$ cat src/rtl/hal_accum_core.sv
// hal_accum_core
//   Multicycle accumulator processor (FETCH/EXEC, 2 cycles per instruction)
//   with a shared instruction/data memory, an 8-entry register file, a
//   run-time load port usable while idle or halted, and a saturating
//   retired-instruction counter.
// Ports
//   clock      : system clock, rising edge
//   reset_n    : asynchronous active-low reset
//   start      : run request (honoured in IDLE or HALTED only)
//   load_en    : load-port write strobe (honoured in IDLE or HALTED only)
//   load_reg   : 0 = write memory, 1 = write register file
//   load_addr  : load target (register index uses the low 3 bits)
//   load_data  : load value
//   pc, acc    : program counter, accumulator
//   busy       : high in FETCH/EXEC
//   halted     : high in HALTED
//   retired    : instructions completed since last start, saturating
// Requires DATA_W >= 16 and ADDR_W >= 3.
module hal_accum_core #(
    parameter int DATA_W = 32,
    parameter int ADDR_W = 3,
    parameter int CNT_W  = 16
) (
    input  logic              clock,
    input  logic              reset_n,
    input  logic              start,
    input  logic              load_en,
    input  logic              load_reg,
    input  logic [ADDR_W-1:0] load_addr,
    input  logic [DATA_W-1:0] load_data,
    output logic [ADDR_W-1:0] pc,
    output logic [DATA_W-1:0] acc,
    output logic              busy,
    output logic              halted,
    output logic [CNT_W-1:0]  retired
);

    localparam int DEPTH = 2 ** ADDR_W;

    localparam logic [1:0] S_IDLE  = 2'd0;
    localparam logic [1:0] S_FETCH = 2'd1;
    localparam logic [1:0] S_EXEC  = 2'd2;
    localparam logic [1:0] S_HALT  = 2'd3;

    localparam logic [2:0] OP_JMPI = 3'b000;
    localparam logic [2:0] OP_JREL = 3'b001;
    localparam logic [2:0] OP_LDA  = 3'b010;
    localparam logic [2:0] OP_STA  = 3'b011;
    localparam logic [2:0] OP_SUB  = 3'b100;
    localparam logic [2:0] OP_JZ   = 3'b101;
    localparam logic [2:0] OP_ADDR = 3'b110;
    localparam logic [2:0] OP_HLT  = 3'b111;

    logic [1:0]        r_state;
    logic [ADDR_W-1:0] r_pc;
    logic [DATA_W-1:0] r_acc;
    logic [15:0]       r_ir;
    logic [CNT_W-1:0]  r_ret;
    logic [DATA_W-1:0] r_rf  [8];
    logic [DATA_W-1:0] r_mem [DEPTH];

    logic              w_ctrl_idle;
    logic              w_load_ok;
    logic              w_sta;
    logic [2:0]        w_op;
    logic [ADDR_W-1:0] w_a;
    logic [DATA_W-1:0] w_opnd;
    logic [ADDR_W-1:0] w_pc_inc;
    logic [ADDR_W-1:0] w_pc_next;
    logic              w_unused_ir;

    assign w_ctrl_idle = (r_state == S_IDLE) || (r_state == S_HALT);
    assign w_load_ok   = w_ctrl_idle && load_en;
    assign w_op        = r_ir[15:13];
    assign w_a         = r_ir[ADDR_W-1:0];
    assign w_opnd      = r_mem[w_a];
    assign w_pc_inc    = r_pc + 1'b1;
    assign w_sta       = (r_state == S_EXEC) && (w_op == OP_STA);
    // Operand bits above the address field are architecturally ignored.
    assign w_unused_ir = ^r_ir;

    always_comb begin
        w_pc_next = w_pc_inc;
        case (w_op)
            OP_JMPI: w_pc_next = w_opnd[ADDR_W-1:0];
            OP_JREL: w_pc_next = r_pc + w_opnd[ADDR_W-1:0];
            OP_JZ:   w_pc_next = (r_acc == '0) ? w_a : w_pc_inc;
            OP_HLT:  w_pc_next = r_pc;
            default: w_pc_next = w_pc_inc;
        endcase
    end

    // Memory has no reset. Writes are suppressed while reset_n is low so an
    // STA caught by reset mid-instruction never lands. STA and the load
    // port are exclusive by state.
    always_ff @(posedge clock) begin
        if (reset_n) begin
            if (w_sta)
                r_mem[w_a] <= r_acc;
            else if (w_load_ok && !load_reg)
                r_mem[load_addr] <= load_data;
        end
    end

    always_ff @(posedge clock or negedge reset_n) begin
        if (!reset_n) begin
            r_state <= S_IDLE;
            r_pc    <= '0;
            r_acc   <= '0;
            r_ir    <= '0;
            r_ret   <= '0;
            for (int i = 0; i < 8; i++) r_rf[i] <= '0;
        end else begin
            case (r_state)
                S_IDLE, S_HALT: begin
                    if (w_load_ok && load_reg)
                        r_rf[load_addr[2:0]] <= load_data;
                    if (start) begin
                        r_state <= S_FETCH;
                        r_pc    <= '0;
                        r_ret   <= '0;
                    end
                end
                S_FETCH: begin
                    r_ir    <= r_mem[r_pc][15:0];
                    r_state <= S_EXEC;
                end
                default: begin
                    r_pc <= w_pc_next;
                    if (r_ret != {CNT_W{1'b1}})
                        r_ret <= r_ret + 1'b1;
                    case (w_op)
                        OP_LDA:  r_acc <= w_opnd;
                        OP_SUB:  r_acc <= r_acc - w_opnd;
                        OP_ADDR: r_acc <= r_rf[r_ir[12:10]] + r_rf[r_ir[2:0]];
                        default: r_acc <= r_acc;
                    endcase
                    r_state <= (w_op == OP_HLT) ? S_HALT : S_FETCH;
                end
            endcase
        end
    end

    assign pc      = r_pc;
    assign acc     = r_acc;
    assign retired = r_ret;
    assign busy    = (r_state == S_FETCH) || (r_state == S_EXEC);
    assign halted  = (r_state == S_HALT);

endmodule

$ cat config.mk
export PLATFORM = sky130hd
export DESIGN_NAME = hal_accum_core
export DESIGN_NICKNAME = d
export VERILOG_FILES = /design/src/rtl/hal_accum_core.sv
export SDC_FILE = /design/constraint.sdc
export NUM_CORES = 1
export LEC_CHECK = 0
export ABC_AREA = 0
export BUFFER_PORTS_ARGS = -buffer_cell sky130_fd_sc_hd__buf_2
export CAP_MARGIN = 20
export CORE_MARGIN = 2
export CORE_UTILIZATION = 57
export DETAILED_ROUTE_END_ITERATION = 16
export GPL_TIMING_DRIVEN = 0
export HOLD_SLACK_MARGIN = 0.02
export PLACE_DENSITY = 0.77
export SYNTH_ARGS = -nofsm -noshare
export SYNTH_HDL_FRONTEND = slang
export SYNTH_SLANG_ARGS = --single-unit
$ cat constraint.sdc
create_clock -name clock -period 4.8 [get_ports clock]
set_input_delay 0.48 -clock clock [delete_from_list [all_inputs] [get_ports clock]]
set_output_delay 0.48 -clock clock [all_outputs]
set_load 0.1 [all_outputs]
==> run metrics, run 1 <==
status complete, no violations; fin nets approximately 2400; RD Place Congestion 0.963; top cells by count, synth mux2_2 (350), dfrtp_1 (318), edfxtp_1 (256), mux4_2 (210), nor2_1 (108); fin cells roughly 3000; Worst slew margin approximately 28%; #FFs+latches synth 574; Fin. Hold Viols 0; Hold WC Path Type in2reg; vias in the first global route 20811; Placed Instances 2915; total gr overflow 0; mux cell area share after synthesis 30.0%; clock skew 0.0174 ns; largest family of logic cells by synthesized area multiplexers; Reg clk slew, reported paths 0.07 ns; DRC Markers 0; routed vias 20595; standard-cell row count 84; CTS tree yes; CTS buffer count 59; first-pass GRT wire length 132 mm; CP startpoint kind register; Post-DRT Antenna Nets 0; Synth-to-Final Area Change 13.5%; crit path time final 4.68 ns; Post-synth EDFFs 256; Hold Path Depth 2; Max Fclk 214 MHz; top-count cell post-synth mux2_2; area of the core 0.0529 sq mm; post-synthesis xor/xnor area fraction 1.80%; Port Buffers 92; post-synthesis compound-gate area fraction 6.84%; largest net degree at the start of global routing 128; area of the die 0.0556 sq mm; Setup violations, final 0; post-DR vias/cell 6.79; Clock Latency Late Sink between 0.6 and 0.7 ns; width of the die 236 um; Max clock buf depth 3; final WL slightly below 90 mm; Synth top area share roughly a quarter; area share of and/or/nand/nor cells after synthesis 4.92%; library cells used by synthesis 72; Min-Delay Startpoint load_data[26]; setup TNS 0 ns; slew of the pin with the lowest slew margin around 1.1 ns; post-DP HPWL 63.1 mm; ratio of final minimum period to clock period 97.5%; Core Util, Final 65.7%; Num Clock Sinks 574; layout cells sized above 1 36.9%; Initial Util between 50% and 60%; kind of critical path reg2reg; initial antenna violation count 6; Hold EP r_rf[154]; Setup crit end kind register; Post-Syn Area per Cell 14.4 sq um; H-tree depth 2; root buffer cell clkbuf_16; Synth Cell Area 0.0306 sq mm; DR WL/cell 29.2 um; critical path required time 5.29 ns; worst r2r dst acc[30]; yosys warns 0; post-synthesis sequential area ratio 51.1%; reg-to-reg slack, setup 0.12 ns; Initial DRC Count 2151; Synth area leaders dfrtp_1 (26%), edfxtp_1 (25%), mux4_2 (15%), mux2_2 (13%), ha_1 (3.0%); Cells after Synth around 2100; WP data arrival 5.17 ns; R2R cell count 15; worst-path maximum fanout 10; I/O Pins 93; Tot GR Track Use 32.1%; die height 236 um; Net Count, Synth 2241; fraction of registers with async set/reset 55.4%; post-synthesis adder-cell area fraction 3.22%; prevailing post-synth register cell dfrtp_1; cell taking the most area after synthesis dfrtp_1; First-pass DRT Iterations 5; final max-slew violation count 0; MaxCap Viol Count 0; r2r startpoint r_ir[1]
[layout by cell type, fill, tap and decap left out, drive strengths merged, types with 6 or more instances in the layout]
cell type / n
o21a: 7
nor3: 9
nand4: 16
mux2: 350
nor4: 8
a211oi: 18
nor2: 108
nand3: 19
mux2i: 52
nor2b: 12
xnor2: 30
xor2: 33
o211ai: 15
a31oi: 13
clkbuf: 167
mux4: 210
nand2: 84
o21ai: 82
clkinv: 15
inv: 30
a21o: 39
ha: 74
nand2b: 17
and2: 6
o22ai: 10
buf: 153
dfrtp: 318
and3: 17
a21oi: 91
edfxtp: 256
[cell families (layout without fill, tap and decap cells)]
family	Yosys count	in the layout
AO/OA/AOI/OAI	323	323
XOR/XNOR	63	63
adder cells (fa/ha/maj)	77	77
buffers and inverters	157	377
flip-flops	574	574
multiplexers	612	612
other	0	2
AND/OR/NAND/NOR	318	318
[flip-flops by register name, indices dropped and copies added (netlist names)]
name and cells:
r_state 2, pc 3, acc 32, r_rf 256, retired 16, r_ir 9, r_mem 256
[per-layer routing]
metal | wire length (um) | GRT usage, % | vias to the layer above | part of all wire, %
li1 | - | - | 8652 | -
met1 | 35200 | 44.2 | 10701 | 40
met2 | 40900 | 49.8 | 1017 | 46
met3 | 7860 | 6.32 | 223 | 8.9
met4 | 4600 | 15.3 | 2 | 5.2
met5 | 8 | 0 | - | 0.0090
[metrics by stage]
stage | hold WS [ns] | setup slack [ns] | instance area (sq um)
after floorplan | 0.184 | 0.239 | 30600
after global placement | 0.501 | -6.07 | 31900
after detailed placement | 0.512 | -1.33 | 32300
after CTS | 0.191 | 0.00259 | 34600
after global routing | 0.238 | -0.00939 | 34700
final | 0.219 | 0.118 | 34700
[worst max-delay path by stage]
| stage | startpoint | to | slack, ns | cells after the start |
|---|---|---|---|---|
| after detailed placement | r_ir[1] | acc[30] | -1.33 | 16 |
| after global routing | r_ir[10] | acc[17] | -0.009 | 14 |
| after floorplan | r_ir[0] | acc[17] | 0.24 | 18 |
| final | r_ir[1] | acc[30] | 0.12 | 15 |
| after CTS | r_ir[0] | acc[30] | 0.003 | 16 |
| after global placement | reset_n | r_mem[4][23] | -6.07 | 6 |
[final cells by class]
cell class,count,area (sq um)
Tap cell,688,861
Buffer,128,785
Clock buffer,85,1790
Timing Repair Buffer,114,827
Sequential cell,574,15600
Inverter,27,101
Multi-Input combinational cell,1393,14500
Clock inverter,23,254
Antenna cell,2,5.00
Fill cell,3708,18100
[critical path, cell delays in order, from the launching register on]
cell             delay (ns)
dfrtp_1                0.31
buf_2                  0.22
clkbuf_4               0.35
clkdlybuf4s18_2        0.51
mux4_2                 0.37
mux2i_1                0.40
ha_1                   0.39
and3_1                 0.18
o211ai_1               0.10
a31oi_1                0.13
o211ai_2               0.36
o21ai_1                0.19
a311o_1                0.39
a221oi_2               0.29
xor2_1                 0.19
o221ai_1               0.12
[timing repair]
action	4_1_cts	5_1_grt
gates cloned	0	0
hold buffers	1	0
buffers inserted	0	9
hold endpoints to repair	84	0
pin swaps	0	5
setup endpoints to repair	29	17
resized for setup	86	35
Power of run 1 is not shown: default switching activity piles up to over one toggle a cycle in this logic, so the estimate is an artifact.
==> inputs of run 2 (changes only) <==
==> config.mk (replaced) <==
export PLATFORM = sky130hd
export DESIGN_NAME = hal_accum_core
export DESIGN_NICKNAME = d
export VERILOG_FILES = /design/src/rtl/hal_accum_core.sv
export SDC_FILE = /design/constraint.sdc
export NUM_CORES = 1
export LEC_CHECK = 0
export ABC_AREA = 0
export CAP_MARGIN = 20
export CELL_PAD_IN_SITES_DETAIL_PLACEMENT = 1
export CELL_PAD_IN_SITES_GLOBAL_PLACEMENT = 2
export CORE_MARGIN = 2
export CORE_UTILIZATION = 43
export DETAILED_ROUTE_END_ITERATION = 16
export DONT_BUFFER_PORTS = 1
export GPL_TIMING_DRIVEN = 0
export HOLD_SLACK_MARGIN = 0.02
export PLACE_DENSITY_LB_ADDON = 0.1
export SYNTH_ARGS = -nofsm -noshare
export SYNTH_HDL_FRONTEND = slang
export SYNTH_SLANG_ARGS = --single-unit
==> run metrics, run 2 (synthesis gave the netlist of run 1 again) <==
status finished, violations left; failing checks hold timing; CP startpoint kind register; Pleak 14.0 nW; Worst VDD drop 366 uV; final max-slew violation count 0; WP data arrival 5.15 ns; MaxCap Viol Count 0; most common cell after layout, fill and taps aside mux2_2; area of the die between 0.07 and 0.08 sq mm; width of the die 271 um; Hold Buf Count CTS 32; Num Clock Sinks 574; largest net degree at the start of global routing 322; R2R cell count 16; Post-DRT Antenna Nets 0; CTS tree yes; Synth-to-Final Area Change 15.7%; Setup crit end kind register; Max clock buf depth 3; DRC Markers 0; area of the core ~0.07 sq mm; root buffer cell clkbuf_16; layout cells sized above 1 35.0%; Fill cells ~6800; worst-path maximum fanout 10; post-DR vias/cell about 6; H-tree depth 3; post-DP HPWL 72.3 mm; Setup violations, final 0; Pwr Density approximately 850 mW/mm^2; fin nets 2385; critical path required time 5.29 ns; ratio of final minimum period to clock period 96.9%; Sequential Area 0.0156 sq mm; Core Util, Final 50.4%; Hold WS -0.412 ns; final WL around 100 mm; RD Place Congestion slightly above 0.9; First-pass DRT Iterations 7; DR WL/cell 31.1 um; commonest non-fill, non-tap cells in the layout mux2_2 (350), dfrtp_1 (316), edfxtp_1 (256), mux4_2 (210), nor2_1 (100); standard-cell row count 97; die height 271 um; kind of critical path reg2reg; initial antenna violation count 12; setup TNS 0 ns; Fin. Hold Viols 318; Port Buffers 0; Placed Instances 3080; Worst slew margin 20.9%; CTS buffer count 67; slew of the pin with the lowest slew margin 1.19 ns; Clock Latency Late Sink 0.62 ns; total gr overflow 0; Hold WC Path Type in2async; Max Fclk roughly 210 MHz; I/O Pins 93; crit path time final 4.65 ns; clock skew 0.0227 ns; Initial Util 43.6%; Tot GR Track Use 28.2%; first-pass GRT wire length 151 mm; RSZ-0062 raised after global routing yes; vias in the first global route 21616; fin cells about 3300; routed vias approximately 20000; Initial DRC Count 1502; multi-input logic area 0.0145 sq mm; Reg clk slew, reported paths 0.07 ns
==> run 2: cell count changes in the layout (fill, tap and decap cells not counted), sizes merged <==
| cell | before | now |
|---|---|---|
| clkdlybuf4s15 | 5 | 1 |
| dlygate4sd3 | 1 | 32 |
| buf | 153 | 87 |
| clkbuf | 167 | 177 |
| clkinvlp | 0 | 1 |
| clkdlybuf4s18 | 1 | 0 |
| clkinv | 15 | 20 |
| diode | 2 | 18 |
==> run 2: power breakdown <==
part	total (mW)	switching [mW]	internal, mW	leakage [nW]
Clock	5.13	2.10	3.03	1.09
Sequential	8.50	1.88	6.62	6.37
Combinational	16.3	9.29	7.05	6.54
==> run 2: final cells by class <==
cell class | count | share of cell area [%]
Buffer | 126 | 2.17
Multi-Input combinational cell | 1393 | 41.0
Sequential cell | 574 | 44.2
Clock buffer | 92 | 5.31
Clock inverter | 29 | 0.901
Inverter | 27 | 0.286
Tap cell | 940 | 3.32
Timing Repair Buffer | 79 | 2.69
Antenna cell | 18 | 0.127
==> run 2: path summary, 6_finish.rpt <==
| check | startpoint | end | slack (ns) |
|---|---|---|---|
| setup / recovery | r_ir[0] | acc[13] | 0.15 |
| max in group asynchronous | reset_n | acc[2] | 4.50 |
| hold / removal | reset_n | r_rf[113] | -0.41 |
| min in group clock | start | r_state[1] | 0.14 |
| setup reg to reg | r_ir[0] | acc[13] | 0.15 |
| hold reg to reg | r_rf[48] | r_rf[48] | 0.53 |
==> run 2: critical path, stage by stage, from the launching register on <==
cell and delay (ns):
dfrtp_1 0.35, buf_6 0.15, buf_12 0.16, buf_16 0.14, buf_16 0.16, buf_8 0.20, mux4_2 0.51, mux2_2 0.28
ha_1 0.37, and3_1 0.24, and3_1 0.21, o211a_2 0.20, or4_1 0.56, a31oi_1 0.24, xnor2_1 0.22, a211oi_1 0.40
a21oi_1 0.11
==> run 2: metal layers <==
metal  global-route usage (%)  part of all wire [%]  up-vias
li1                         -                     -     8592
met3                     5.47                   5.6      147
met4                     8.58                   3.1        0
met5                        0                     0        -
met2                     45.3                    47      507
met1                     38.9                    44    10730
==> run 2: through the flow <==
step           total power [mW]  instance area (sq um)  hold WS [ns]  setup slack [ns]
6_report                   30.0                  35400        -0.412             0.148
3_3_place_gp               23.4                  31800         0.204             -2.18
5_1_grt                    31.5                  35400        -0.432           -0.0143
2_1_floorplan              18.9                  30600         0.184             0.239
3_5_place_dp               23.9                  32100         0.208             -1.73
4_1_cts                    29.6                  35000        -0.445          -0.00511
==> run 2: timing repair <==
action / 4_1_cts / 5_1_grt
resized for setup: 102 / 29
buffers inserted: 3 / 20
gates cloned: 0 / 0
pin swaps: 5 / 7
hold endpoints to repair: 574 / 318
endpoints found under the setup margin: 31 / 19
(Power assumes the default switching activity.)
==> inputs of run 3 (changes only) <==
--- a/config.mk
+++ b/config.mk
@@ -9,7 +9,6 @@
 export CAP_MARGIN = 20
 export CELL_PAD_IN_SITES_DETAIL_PLACEMENT = 1
 export CELL_PAD_IN_SITES_GLOBAL_PLACEMENT = 2
-export CORE_MARGIN = 2
 export CORE_UTILIZATION = 43
 export DETAILED_ROUTE_END_ITERATION = 16
 export DONT_BUFFER_PORTS = 1
==> run metrics, run 3 (synthesis gave the netlist of run 1 again) <==
status finished, violations left; failing checks hold timing; total gr overflow 0; standard-cell row count 97; First-pass DRT Iterations 5; crit path time final 4.68 ns; critical path buffer and inverter count 7; Num Clock Sinks 574; layout cells sized above 1 34.5%; Initial DRC Count 1377; post-DR vias/cell 6.13; Hold WS -0.411 ns; slew of the pin with the lowest slew margin 1.19 ns; Placed Instances 3084; Setup violations, final 0; Fin. Hold Viols 318; worst-path maximum fanout 10; Synth-to-Final Area Change 15.8%; CP peak stage delay 0.43 ns; Clock Latency Late Sink 0.62 ns; routed metal-1 wirelength ~45 mm; Pleak 14.0 nW; area of the die 0.0722 sq mm; Reg clk slew, reported paths 0.07 ns; ratio of final minimum period to clock period 97.6%; most common cell after layout, fill and taps aside mux2_2; final WL 102 mm; setup TNS 0 ns; Setup crit end kind register; Crit path max-delay family buffers and inverters; clock skew 0.0264 ns; Power, Total about 30 mW; area of the core about 0.07 sq mm; final max-slew violation count 0; routed vias roughly 20000; Post-DRT Antenna Nets 0; Worst VDD drop 337 uV; MaxCap Viol Count 0; I/O Pins 93; H-tree depth 3; DR WL/cell 31.2 um; fin nets roughly 2400; die height 269 um; CTS buffer count between 60 and 70; first-pass GRT wire length 149 mm; WP data arrival 5.17 ns; Max Fclk 214 MHz; Tot GR Track Use between 20% and 30%; RD Place Congestion about 0.92; Hold WC Path Type in2async; commonest non-fill, non-tap cells in the layout mux2_2 (350), dfrtp_1 (316), edfxtp_1 (256), mux4_2 (210), nor2_1 (100); RSZ-0062 raised after global routing no; Place WS -1.66 ns; post-DP HPWL 72.0 mm; Critical Path Slowest Stage Cell ha_1; met3 WL post-DR roughly 6 mm; metal2 WL 47.7 mm; Max clock buf depth 3; kind of critical path reg2reg; Fill cells 6801; initial antenna violation count 12; final worst slack ~0.12 ns; Max Used Layer met4; vias in the first global route about 21000; Initial Util approximately 44%; largest net degree at the start of global routing ~320; fin cells 3269; root buffer cell clkbuf_16; CP cell instances buf_2, buf_6, clkbuf_8, buf_2, mux4_2, mux2_2, ha_1, nand4_1, buf_4, inv_1, o211ai_1, buf_4, o2111a_2, or3_4, a31oi_2, a211oi_2, xor2_1, o221ai_1; CTS tree yes; DRC Markers 0; CP startpoint kind register; Worst slew margin 20.9%; Pwr Density about 850 mW/mm^2; Port Buffers 0; critical path required time 5.29 ns; width of the die about 270 um; Hold Buf Count CTS 32
run 3: cell count changes in the layout (fill, tap and decap cells not counted), sizes merged:
cell      before  now
inv           30   32
clkinvlp       1    2
buf           87   81
clkbuf       177  170
bufinv         5    7
clkinv        20   19
run 3: what timing repair did:
item,4_1_cts,5_1_grt
gates resized for setup,95,40
buffers inserted,7,6
endpoints found under the hold margin,574,318
pin swaps,5,5
setup endpoints to repair,30,15
run 3: worst reg2reg max path, stage by stage (launching register included):
cell and delay [ns]:
dfrtp_1 0.31, buf_2 0.24, buf_6 0.23, clkbuf_8 0.24, buf_2 0.40, mux4_2 0.39, mux2_2 0.28, ha_1 0.43
nand4_1 0.16, buf_4 0.19, inv_1 0.06, o211ai_1 0.07, buf_4 0.17, o2111a_2 0.19, or3_4 0.41, a31oi_2 0.27
a211oi_2 0.06, xor2_1 0.26, o221ai_1 0.17
run 3: where the power goes:
| part | total, mW | switching [mW] | leakage, nW | internal (mW) |
|---|---|---|---|---|
| clock network | 5.35 | 2.15 | 1.13 | 3.20 |
| registers | 8.55 | 1.93 | 6.37 | 6.62 |
| logic | 16.1 | 9.18 | 6.50 | 6.94 |
| total | 30.0 | 13.3 | 14.0 | 16.8 |
run 3: cell type report:
type	count	area (sq um)	share of cell area (%)
timing repair buffer	68	890	2.51
tap	940	1180	3.32
clock inverter	33	377	1.06
buffer	126	782	2.21
sequential	574	15600	44.1
antenna	18	45.0	0.127
clock buffer	90	1920	5.41
multi-input combinational	1393	14500	40.9
inverter	27	101	0.286
run 3: layer usage:
layer,up-vias,track usage (%)
met5,-,0
li1,8596,-
met2,562,45.3
met1,10707,40.1
met4,0,9.61
met3,177,5.80
run 3: final timing paths:
path                           start  slack, ns  cells after the start          to
min reg2reg                r_rf[172]       0.52                      1   r_rf[172]
max                          r_ir[1]       0.12                     18     acc[30]
min in group clock             start       0.12                      3  r_state[0]
min                          reset_n      -0.41                      0    r_rf[80]
max in group asynchronous    reset_n       4.42                      0      acc[3]
max reg2reg                  r_ir[1]       0.12                     18     acc[30]
run 3: per-stage QoR:
| stage | cell area (sq um) | utilization [%] |
|---|---|---|
| CTS | 35200 | 50.1 |
| floorplan | 30600 | - |
| detailed placement | 32300 | 45.9 |
| global route | 35400 | 50.4 |
| global placement | 31800 | 45.2 |
| finish | 35400 | 50.4 |
